## src/rtl/pix16_to_pix8_narrower_pkg.sv

```systemverilog
// -----------------------------------------------------------------------------
// pix16_to_pix8_narrower_pkg
// Shared definitions for the 16-to-8 bit pixel write-back narrower:
//   - frame-control state encoding
//   - pixel range limits used by the clamp
//   - default frame geometry (256x256 image)
//   - saturating increment helper for the 16-bit clamp-event counter
// -----------------------------------------------------------------------------
package pix16_to_pix8_narrower_pkg;

    typedef enum logic [1:0] {
        ST_IDLE  = 2'd0,
        ST_RUN   = 2'd1,
        ST_DRAIN = 2'd2
    } state_t;

    localparam logic [7:0]  PIX_MAX        = 8'hFF;
    localparam logic [7:0]  PIX_MIN        = 8'h00;
    localparam int          DEFAULT_PIXELS = 65536;
    localparam int          DEFAULT_CNT_W  = 17;
    localparam logic [15:0] SAT_CNT_MAX    = 16'hFFFF;

    // Increment that sticks at the maximum instead of wrapping to zero.
    function automatic logic [15:0] sat_inc16(input logic [15:0] i_val);
        logic [15:0] w_res;
        if (i_val == SAT_CNT_MAX) begin
            w_res = i_val;
        end else begin
            w_res = i_val + 16'd1;
        end
        return w_res;
    endfunction

endpackage

```

## src/rtl/pix16_to_pix8_narrower_pix_clamp8.sv

```systemverilog
// -----------------------------------------------------------------------------
// pix_clamp8
// Combinational 16-bit to 8-bit pixel narrowing, reusable by any write-back
// path. Either clamps the value into 0..255 or keeps the low byte.
//
// Ports:
//   i_data   16-bit processor result (two's complement when SIGNED_IN=1)
//   i_trunc  1 = keep i_data[7:0]; 0 = clamp into 0..255
//   o_pix    narrowed pixel
//   o_sat    1 when the clamp changed the value (never set in trunc mode)
// -----------------------------------------------------------------------------
module pix_clamp8
    import pix16_to_pix8_narrower_pkg::*;
#(
    parameter bit SIGNED_IN = 1'b1
) (
    input  logic [15:0] i_data,
    input  logic        i_trunc,
    output logic [7:0]  o_pix,
    output logic        o_sat
);

    // Select clamped or truncated byte and flag clamp events.
    always_comb begin
        o_pix = i_data[7:0];
        o_sat = 1'b0;
        if (i_trunc) begin
            o_pix = i_data[7:0];
            o_sat = 1'b0;
        end else if (SIGNED_IN && i_data[15]) begin
            // Negative two's complement value floors at zero.
            o_pix = PIX_MIN;
            o_sat = 1'b1;
        end else if (i_data[15:8] != 8'h00) begin
            // Any set bit above the low byte means the value exceeds 255.
            o_pix = PIX_MAX;
            o_sat = 1'b1;
        end else begin
            o_pix = i_data[7:0];
            o_sat = 1'b0;
        end
    end

endmodule

```

## src/rtl/pix16_to_pix8_narrower.sv

```systemverilog
// -----------------------------------------------------------------------------
// pix16_to_pix8_narrower
// Streaming write-back converter: takes 16-bit datapath results over a
// valid/ready handshake, narrows each to an 8-bit pixel, buffers it in a
// 2-entry FIFO and frames exactly PIXELS pixels per start pulse.
//
// Ports:
//   clk, rst      clock (rising edge) and asynchronous active-high reset
//   start         frame start pulse, honoured only while idle
//   mode_trunc    0 = clamp to 0..255, 1 = keep low byte (per accepted word)
//   in_valid/in_ready/in_data     upstream 16-bit word handshake
//   out_valid/out_ready/out_data  downstream 8-bit pixel handshake
//   out_last      marks the final pixel of the frame
//   sat_count     clamp events in the current frame (sticks at 0xFFFF)
//   busy          frame in progress (running or draining)
//   frame_done    one-cycle pulse when the frame has fully drained
// -----------------------------------------------------------------------------
module pix16_to_pix8_narrower
    import pix16_to_pix8_narrower_pkg::*;
#(
    parameter int PIXELS    = DEFAULT_PIXELS,
    parameter bit SIGNED_IN = 1'b1,
    parameter int CNT_W     = DEFAULT_CNT_W
) (
    input  logic        clk,
    input  logic        rst,
    input  logic        start,
    input  logic        mode_trunc,
    input  logic        in_valid,
    output logic        in_ready,
    input  logic [15:0] in_data,
    output logic        out_valid,
    input  logic        out_ready,
    output logic [7:0]  out_data,
    output logic        out_last,
    output logic [15:0] sat_count,
    output logic        busy,
    output logic        frame_done
);

    state_t             r_state;
    state_t             w_state_nxt;
    logic [CNT_W-1:0]   r_pix_cnt;
    logic [15:0]        r_sat_count;
    logic [8:0]         r_fifo_mem [2];
    logic               r_wr_ptr;
    logic               r_rd_ptr;
    logic [1:0]         r_fifo_cnt;
    logic               r_frame_done;

    logic               w_in_ready;
    logic               w_start;
    logic               w_push;
    logic               w_pop;
    logic               w_last;
    logic [7:0]         w_pix;
    logic               w_sat;

    // Acceptance looks only at registered state, so out_ready never reaches
    // in_ready combinationally; a full FIFO refuses even if it pops this cycle.
    assign w_in_ready = (r_state == ST_RUN) && (r_fifo_cnt < 2'd2);
    assign w_start    = start && (r_state == ST_IDLE);
    assign w_push     = in_valid && w_in_ready;
    assign w_pop      = (r_fifo_cnt != 2'd0) && out_ready;
    assign w_last     = (r_pix_cnt == CNT_W'(PIXELS - 1));

    pix_clamp8 #(
        .SIGNED_IN (SIGNED_IN)
    ) u_clamp (
        .i_data  (in_data),
        .i_trunc (mode_trunc),
        .o_pix   (w_pix),
        .o_sat   (w_sat)
    );

    // Frame-control next-state logic.
    always_comb begin
        w_state_nxt = r_state;
        case (r_state)
            ST_IDLE: begin
                if (start) begin
                    w_state_nxt = ST_RUN;
                end else begin
                    w_state_nxt = ST_IDLE;
                end
            end
            ST_RUN: begin
                if (w_push && w_last) begin
                    w_state_nxt = ST_DRAIN;
                end else begin
                    w_state_nxt = ST_RUN;
                end
            end
            ST_DRAIN: begin
                if (r_fifo_cnt == 2'd0) begin
                    w_state_nxt = ST_IDLE;
                end else begin
                    w_state_nxt = ST_DRAIN;
                end
            end
            default: begin
                w_state_nxt = ST_IDLE;
            end
        endcase
    end

    // State register and registered frame completion pulse.
    always_ff @(posedge clk or posedge rst) begin
        if (rst) begin
            r_state      <= ST_IDLE;
            r_frame_done <= 1'b0;
        end else begin
            r_state      <= w_state_nxt;
            r_frame_done <= (r_state == ST_DRAIN) && (w_state_nxt == ST_IDLE);
        end
    end

    // Per-frame pixel counter and clamp-event counter; both cleared by start.
    always_ff @(posedge clk or posedge rst) begin
        if (rst) begin
            r_pix_cnt   <= '0;
            r_sat_count <= 16'd0;
        end else if (w_start) begin
            r_pix_cnt   <= '0;
            r_sat_count <= 16'd0;
        end else begin
            if (w_push) begin
                r_pix_cnt <= r_pix_cnt + CNT_W'(1);
            end else begin
                r_pix_cnt <= r_pix_cnt;
            end
            if (w_push && w_sat) begin
                r_sat_count <= sat_inc16(r_sat_count);
            end else begin
                r_sat_count <= r_sat_count;
            end
        end
    end

    // Two-entry FIFO of {last, pixel}; simultaneous push/pop keeps the count.
    always_ff @(posedge clk or posedge rst) begin
        if (rst) begin
            r_fifo_mem[0] <= 9'd0;
            r_fifo_mem[1] <= 9'd0;
            r_wr_ptr      <= 1'b0;
            r_rd_ptr      <= 1'b0;
            r_fifo_cnt    <= 2'd0;
        end else begin
            if (w_push) begin
                r_fifo_mem[r_wr_ptr] <= {w_last, w_pix};
                r_wr_ptr             <= ~r_wr_ptr;
            end else begin
                r_wr_ptr <= r_wr_ptr;
            end
            if (w_pop) begin
                r_rd_ptr <= ~r_rd_ptr;
            end else begin
                r_rd_ptr <= r_rd_ptr;
            end
            case ({w_push, w_pop})
                2'b10:   r_fifo_cnt <= r_fifo_cnt + 2'd1;
                2'b01:   r_fifo_cnt <= r_fifo_cnt - 2'd1;
                default: r_fifo_cnt <= r_fifo_cnt;
            endcase
        end
    end

    assign in_ready   = w_in_ready;
    assign out_valid  = (r_fifo_cnt != 2'd0);
    assign out_data   = r_fifo_mem[r_rd_ptr][7:0];
    assign out_last   = r_fifo_mem[r_rd_ptr][8];
    assign sat_count  = r_sat_count;
    assign busy       = (r_state != ST_IDLE);
    assign frame_done = r_frame_done;

endmodule

```

## config.mk

```make
export PLATFORM = sky130hd
export DESIGN_NAME = pix16_to_pix8_narrower
export DESIGN_NICKNAME = d
export VERILOG_FILES = /design/src/rtl/pix16_to_pix8_narrower_pkg.sv /design/src/rtl/pix16_to_pix8_narrower_pix_clamp8.sv /design/src/rtl/pix16_to_pix8_narrower.sv
export SDC_FILE = /design/constraint.sdc
export NUM_CORES = 1
export LEC_CHECK = 0
export BUFFER_PORTS_ARGS = -buffer_cell sky130_fd_sc_hd__buf_4
export CAP_MARGIN = 15
export CORE_MARGIN = 4
export CORE_UTILIZATION = 50
export CTS_CLUSTER_DIAMETER = 200
export DETAILED_ROUTE_END_ITERATION = 10
export PLACE_DENSITY = 0.72
export SYNTH_ARGS = -nofsm -noshare
export SYNTH_HDL_FRONTEND = slang
export SYNTH_SLANG_ARGS = --single-unit
```

## constraint.sdc

```tcl
create_clock -name clk -period 2.4 [get_ports clk]
set_input_delay 0.12 -clock clk [delete_from_list [all_inputs] [get_ports clk]]
set_output_delay 0.12 -clock clk [all_outputs]
set_load 0.01 [all_outputs]
```

==> results.py, run 1 <==
metrics = {
    "status": {
        "status": "complete, but fails checks",
        "violations": "hold timing",
    },
    "setup_path": {
        "endpoint_kind": "register",
        "start_kind": "register",
        "reg2reg_depth": 5,
        "rrSetupSlack_ns": 0.33,
        "timing.critical_path.to": "sat_count[4]",
        "crit_start": "r_state[1]",
        "path_class": "reg -> reg",
        "worst_ep_required_time_ns": 2.65,
        "crit_arrival_ns": 2.32,
        "path_max_fanout": 14,
        "reg2reg_to": "sat_count[4]",
        "worstReg2RegStart": "r_state[1]",
    },
    "global_route": {
        "antenna_found_initial": 0,
        "grtUsageTotal_pct": 19.8,
        "grt_pass1_wl_um": 11600,
        "grt_max_degree": 59,
        "grt_pass1_vias": 2387,
        "grt_overflow": 0,
    },
    "flow_run": {
        "maxCapViolCount": 0,
    },
    "synthesis": {
        "dominantRegCellSynth": "dfrtp_1",
        "synth_area_leader_cell": "dfrtp_1",
        "synth_area_um2": 2930,
        "ys_top_cells_by_area": "dfrtp_1 49%, nand2_1 5.5%, o21ai_0 5.5%",
        "synthesis.instances": 300,
        "synth.area.mux_share_pct": 6.95,
        "synth_edf_count": 0,
        "synthAdderAreaFrac_pct": 1.71,
        "postSynthAreaPerCell_um2": 9.78,
        "synth_xor_xnor_area_share_pct": 3.58,
        "ys_ff_latch": 58,
        "yosysWarnings": 0,
        "seq_area_frac_synth_pct": 49.5,
        "async_flop_share_pct": 100,
        "synth_nets": 326,
        "synth_top_area_share_pct": 49.5,
        "synth_top_family_by_area": "simple AND/OR/NAND/NOR gates",
        "yosys.area_share.simple_pct": 22.7,
        "synth_compound_area_share_pct": 12.4,
        "yosysUniqueCellTypes": 40,
    },
    "routing": {
        "drc_errors": 0,
        "drtIter0Drc": 139,
        "vias_per_cell": 5.72,
        "drt_first_pass_iters": 5,
        "route.vias.total": 2478,
        "routed_wirelength_um": 6580,
        "drt-wirelength-per-cell_um": 15.2,
        "antenna_left": 0,
    },
    "sta": {
        "slew_violations": 0,
        "maxSlewHeadroom_pct": 52.5,
        "whs_ns": -0.0196,
        "rsz0062_at_grt": "no",
        "tns_ns": 0,
        "final_hold_viol_count": 18,
        "finalSetupViolations": 0,
        "fmax_mhz": 484,
        "timing.final.crit_share_pct": 86.1,
        "finalCriticalPeriod_ns": 2.07,
        "tightest_slew_ns": 0.712,
        "clock_skew_ns": 0.00718,
    },
    "cts": {
        "cts_tree": "yes",
        "cts_buffers": 9,
        "clock_path_buffers": 2,
        "h-tree-depth": 3,
        "cts_sinks": 58,
        "cts_hold_buf": 0,
        "clk_latency_ns": 0.33,
        "cts_root_buffer": "clkbuf_8",
        "cts_resized": 0,
        "postCtsSetupBuffers": 0,
        "path_clk_slew_ns": 0.07,
    },
    "floorplanning": {
        "dieArea_um2": 7160,
        "dieWidth_um": 84.6,
        "pin_count": 51,
        "die_y_um": 84.6,
        "core_area_um2": 5610,
        "start_util_pct": 52.3,
        "rows": 27,
    },
    "place": {
        "globalplace.congestion": 0.817,
        "dp_hpwl_um": 4560,
        "port_buffers": 50,
    },
    "pwr": {
        "p_clk_share_pct": 24.9,
        "comb_power_share_pct": 30.1,
        "p_seq_share_pct": 45.1,
        "power.density_nw_per_um2": 881,
        "p_int_mw": 2.07,
        "switchingPower_mw": 1.07,
        "p_leak_nw": 1.58,
        "ir_drop_mv": 0.494,
        "sw_frac_of_total_pct": 34.2,
    },
    "layout": {
        "drive_gt1_share_pct": 26.3,
        "fin_util_pct": 63.6,
        "diodes": 0,
        "final_cell_mix": "58 x dfrtp_1, 58 x buf_4, 43 x nand2_1",
        "syn2layout_area_growth_pct": 21.6,
        "num-nets-final": 382,
    },
    "min_path": {
        "holdCritPathClass": "in -> async",
    },
}
## routing by layer
metal  vias to the layer above  GRT usage, %  wire length [um]
met2                        83          30.8              3040
met4                         0          6.91                89
met5                         -             0                 0
met3                        12          3.93               377
li1                       1205             -                 -
met1                      1178          27.6              3080
## registers in the layout (all words and copies together) (netlist names)
signal      flops
r_fifo_mem     18
r_pix_cnt      17
sat_count      16
r_fifo_cnt      2
r_state         2
frame_done      1
r_rd_ptr        1
r_wr_ptr        1
## worst min-delay path by stage
stage	startpoint	to	slack, ns	cells after the start
finish	rst	r_state[0]	-0.02	3
global route	rst	r_state[0]	0.05	3
CTS	rst	r_wr_ptr	0.01	3
detailed placement	rst	frame_done	0.38	3
global placement	rst	r_state[0]	0.38	3
floorplan	start	r_state[0]	0.28	2
## cell usage after synthesis (2+ instances only)
cell,count
a211oi_1,2
o21ai_0,32
nand2_1,43
buf_2,2
ha_1,4
or4_1,7
a21oi_1,14
mux2_2,11
o31ai_1,7
and4_1,5
nor2_1,13
buf_6,2
dfrtp_1,58
mux2i_1,8
xor2_1,5
nand3_1,12
nand4_1,9
inv_1,6
nor3b_1,3
clkbuf_1,8
or3_1,6
nor4_1,10
or2_2,5
nand2b_1,2
nor3_1,3
and2_1,3
xnor2_1,7
## cell type report
type / instances / area, um^2
inverter: 7 / 28.8
clock inverter: 7 / 46.3
timing repair buffer: 58 / 435
multi-input combinational: 222 / 1390
fill: 475 / 2040
clock buffer: 9 / 124
sequential: 58 / 1450
tap: 72 / 90.1
## worst max-delay path, stage by stage (launching register included)
cell,delay [ns]
dfrtp_1,0.46
and4bb_1,0.37
inv_4,0.10
a211o_1,0.37
or4_1,0.54
a21oi_1,0.15
## cells by family (layout without fill, tap and decap cells)
group | count (synthesis) | in the layout
compound gates | 62 | 62
mux | 19 | 19
flops | 58 | 58
fa+ha+maj | 4 | 4
xor+xnor | 12 | 12
buf+inv | 20 | 81
simple gates | 125 | 125
## power by group through the flow
stage / logic, mW / registers, mW / clock network (mW)
after floorplan: 0.629 / 1.38 / 0
after global placement: 0.929 / 1.43 / 0
after detailed placement: 0.957 / 1.43 / 0
after CTS: 0.960 / 1.42 / 0.802
after global routing: 1.07 / 1.46 / 0.848
final: 0.945 / 1.42 / 0.782
## stage by stage
step                instances  power, mW  area (um^2)  setup slack, ns
floorplan                 300       2.00         2930            0.405
detailed placement        417       2.39         3400            0.354
finish                    433       3.14         3570            0.334
global placement          417       2.36         3400            0.386
CTS                       433       3.18         3570            0.331
global route              433       3.37         3570            0.198
No activity file was read; power rests on OpenSTA's default activity.
==> inputs of run 2 (changes only) <==
--- a/config.mk
+++ b/config.mk
@@ -8,10 +8,9 @@
 export BUFFER_PORTS_ARGS = -buffer_cell sky130_fd_sc_hd__buf_4
 export CAP_MARGIN = 15
 export CORE_MARGIN = 4
-export CORE_UTILIZATION = 50
+export CORE_UTILIZATION = 30
 export CTS_CLUSTER_DIAMETER = 200
 export DETAILED_ROUTE_END_ITERATION = 10
-export PLACE_DENSITY = 0.72
 export SYNTH_ARGS = -nofsm -noshare
 export SYNTH_HDL_FRONTEND = slang
 export SYNTH_SLANG_ARGS = --single-unit
==> constraint.sdc (replaced) <==
create_clock -name clk -period 2.4 [get_ports clk]
set_input_delay 0 -clock clk [delete_from_list [all_inputs] [get_ports clk]]
set_output_delay 0 -clock clk [all_outputs]
set_load 0.01 [all_outputs]
==> results.py, run 2 (synthesis gave the netlist of run 1 again) <==
metrics = {
    "global_route": {
        "grt_pass1_vias": 2488,
        "grt_pass1_wl_um": 12300,
        "antenna_found_initial": 0,
        "grt_max_degree": 54,
        "grtUsageTotal_pct": 13.3,
        "grt_overflow": 0,
    },
    "pwr": {
        "p_total_mw": 3.42,
        "comb_power_share_pct": 28.2,
        "p_clk_share_pct": 30.1,
        "power.density_nw_per_um2": 921,
        "p_leak_nw": 1.61,
        "p_seq_share_pct": 41.7,
        "ir_drop_mv": 0.319,
        "p_int_mw": 2.30,
        "sw_frac_of_total_pct": 32.8,
        "switchingPower_mw": 1.12,
    },
    "setup_path": {
        "cp_top_family": "simple AND/OR/NAND/NOR gates",
        "critical_path_buf_inv_count": 1,
        "worst_ep_required_time_ns": 2.67,
        "crit_cells": 5,
        "endpoint_kind": "register",
        "worstReg2RegStart": "r_state[1]",
        "timing.critical_path.to": "sat_count[9]",
        "rrSetupSlack_ns": 0.28,
        "cp_cell_sequence": "and4bb_1, inv_4, a211o_1, or4_1, a21oi_1",
        "cp_slowest_cell": "or4_1",
        "max_stage_delay_ns": 0.54,
        "reg2reg_depth": 5,
        "path_max_fanout": 14,
        "start_kind": "register",
        "crit_arrival_ns": 2.38,
        "crit_start": "r_state[1]",
        "path_class": "reg -> reg",
        "reg2reg_to": "sat_count[9]",
    },
    "sta": {
        "tightest_slew_ns": 0.682,
        "fmax_mhz": 472,
        "finalCriticalPeriod_ns": 2.12,
        "maxSlewHeadroom_pct": 54.5,
        "rsz0062_at_grt": "no",
        "tns_ns": 0,
        "slew_violations": 0,
        "timing.final.ws_setup_ns": 0.280,
        "finalSetupViolations": 0,
        "timing.final.crit_share_pct": 88.3,
        "final_hold_viol_count": 0,
        "clock_skew_ns": 0.00931,
    },
    "routing": {
        "drt_first_pass_iters": 4,
        "routed_wirelength_um": 7140,
        "drc_errors": 0,
        "antenna_left": 0,
        "drtIter0Drc": 102,
        "drt-wirelength-per-cell_um": 14.5,
        "route.vias.total": 2454,
        "vias_per_cell": 5.00,
    },
    "cts": {
        "cts_resized": 0,
        "postCtsSetupBuffers": 0,
        "cts_tree": "yes",
        "clock_path_buffers": 2,
        "cts_buffers": 9,
        "cts_sinks": 58,
        "cts_root_buffer": "clkbuf_8",
        "path_clk_slew_ns": 0.08,
        "h-tree-depth": 3,
        "clk_latency_ns": 0.34,
    },
    "floorplanning": {
        "dieArea_um2": 11400,
        "core_area_um2": 9370,
        "start_util_pct": 31.3,
        "dieWidth_um": 107,
        "rows": 35,
        "pin_count": 51,
        "die_y_um": 107,
    },
    "place": {
        "dp_slack_ns": 0.303,
        "port_buffers": 50,
        "globalplace.congestion": 0.787,
        "dp_hpwl_um": 4950,
    },
    "layout": {
        "final_cell_mix": "58 x dfrtp_1, 57 x buf_4, 43 x nand2_1",
        "multi_input_area_um2": 1390,
        "num-nets-final": 383,
        "seq_area_um2": 1450,
        "syn2layout_area_growth_pct": 26.4,
        "drive_gt1_share_pct": 26.0,
        "top_register": "r_fifo_mem",
        "diodes": 0,
        "n_fill_cell": 950,
        "largest_reg_flops": 18,
        "mostFrequentLayoutCell": "dfrtp_1",
    },
    "min_path": {
        "holdPathStages": 3,
        "holdCritPathClass": "in -> reg",
    },
    "status": {
        "status": "finished, final reports clean",
    },
    "flow_run": {
        "maxCapViolCount": 0,
    },
}
==> run 2: final cells by class <==
type / count / share of cell area (%)
Clock buffer: 9 / 3.34
Multi-Input combinational cell: 222 / 37.6
Clock inverter: 7 / 2.77
Sequential cell: 58 / 39.1
Timing Repair Buffer: 59 / 12.1
Tap cell: 129 / 4.35
Inverter: 7 / 0.776
==> run 2: power by group through the flow <==
| stage | sequential [mW] | combinational (mW) | clock (mW) |
|---|---|---|---|
| after floorplan | 1.38 | 0.629 | 0 |
| after global placement | 1.43 | 0.952 | 0 |
| after detailed placement | 1.44 | 0.971 | 0 |
| after CTS | 1.42 | 0.980 | 1.05 |
| after global routing | 1.47 | 1.09 | 1.09 |
| final | 1.42 | 0.965 | 1.03 |
==> run 2: worst min path at each step <==
stage / start / to / slack, ns
2_1_floorplan: start / r_state[0] / 0.16
3_3_place_gp: rst / r_fifo_mem[4] / -0.11
3_5_place_dp: rst / r_fifo_mem[16] / -0.11
4_1_cts: out_ready / r_rd_ptr / 0.005
5_1_grt: in_data[7] / r_fifo_mem[16] / 0.02
6_report: in_data[7] / r_fifo_mem[16] / 0.005
==> run 2: metrics by stage <==
stage | cells | hold slack [ns] | utilization (%) | cell area [um^2]
finish | 491 | 0.00451 | 39.6 | 3710
global route | 491 | 0.0184 | 39.6 | 3710
CTS | 491 | 0.00491 | 39.6 | 3710
detailed placement | 473 | -0.107 | 36.9 | 3460
global placement | 473 | -0.111 | 36.9 | 3460
floorplan | 300 | 0.163 | - | 2930
==> run 2: worst register-to-register path: stages (launching register included) <==
cell and delay (ns):
dfrtp_1 0.46, and4bb_1 0.39, inv_4 0.10, a211o_1 0.39, or4_1 0.54, a21oi_1 0.17
==> run 2: what timing repair did <==
| item | 4_1_cts | 5_1_grt |
|---|---|---|
| endpoints found under the setup margin | 0 | 0 |
| hold endpoints to repair | 32 | 0 |
| hold buffers | 2 | 0 |
==> run 2: layer usage <==
layer / track usage [%] / vias up / routed length [um]
met1: 18.4 / 1179 / 3540
met2: 19.6 / 59 / 3080
met3: 3.61 / 11 / 426
met5: 0 / - / 0
met4: 5.39 / 0 / 92
li1: - / 1205 / -
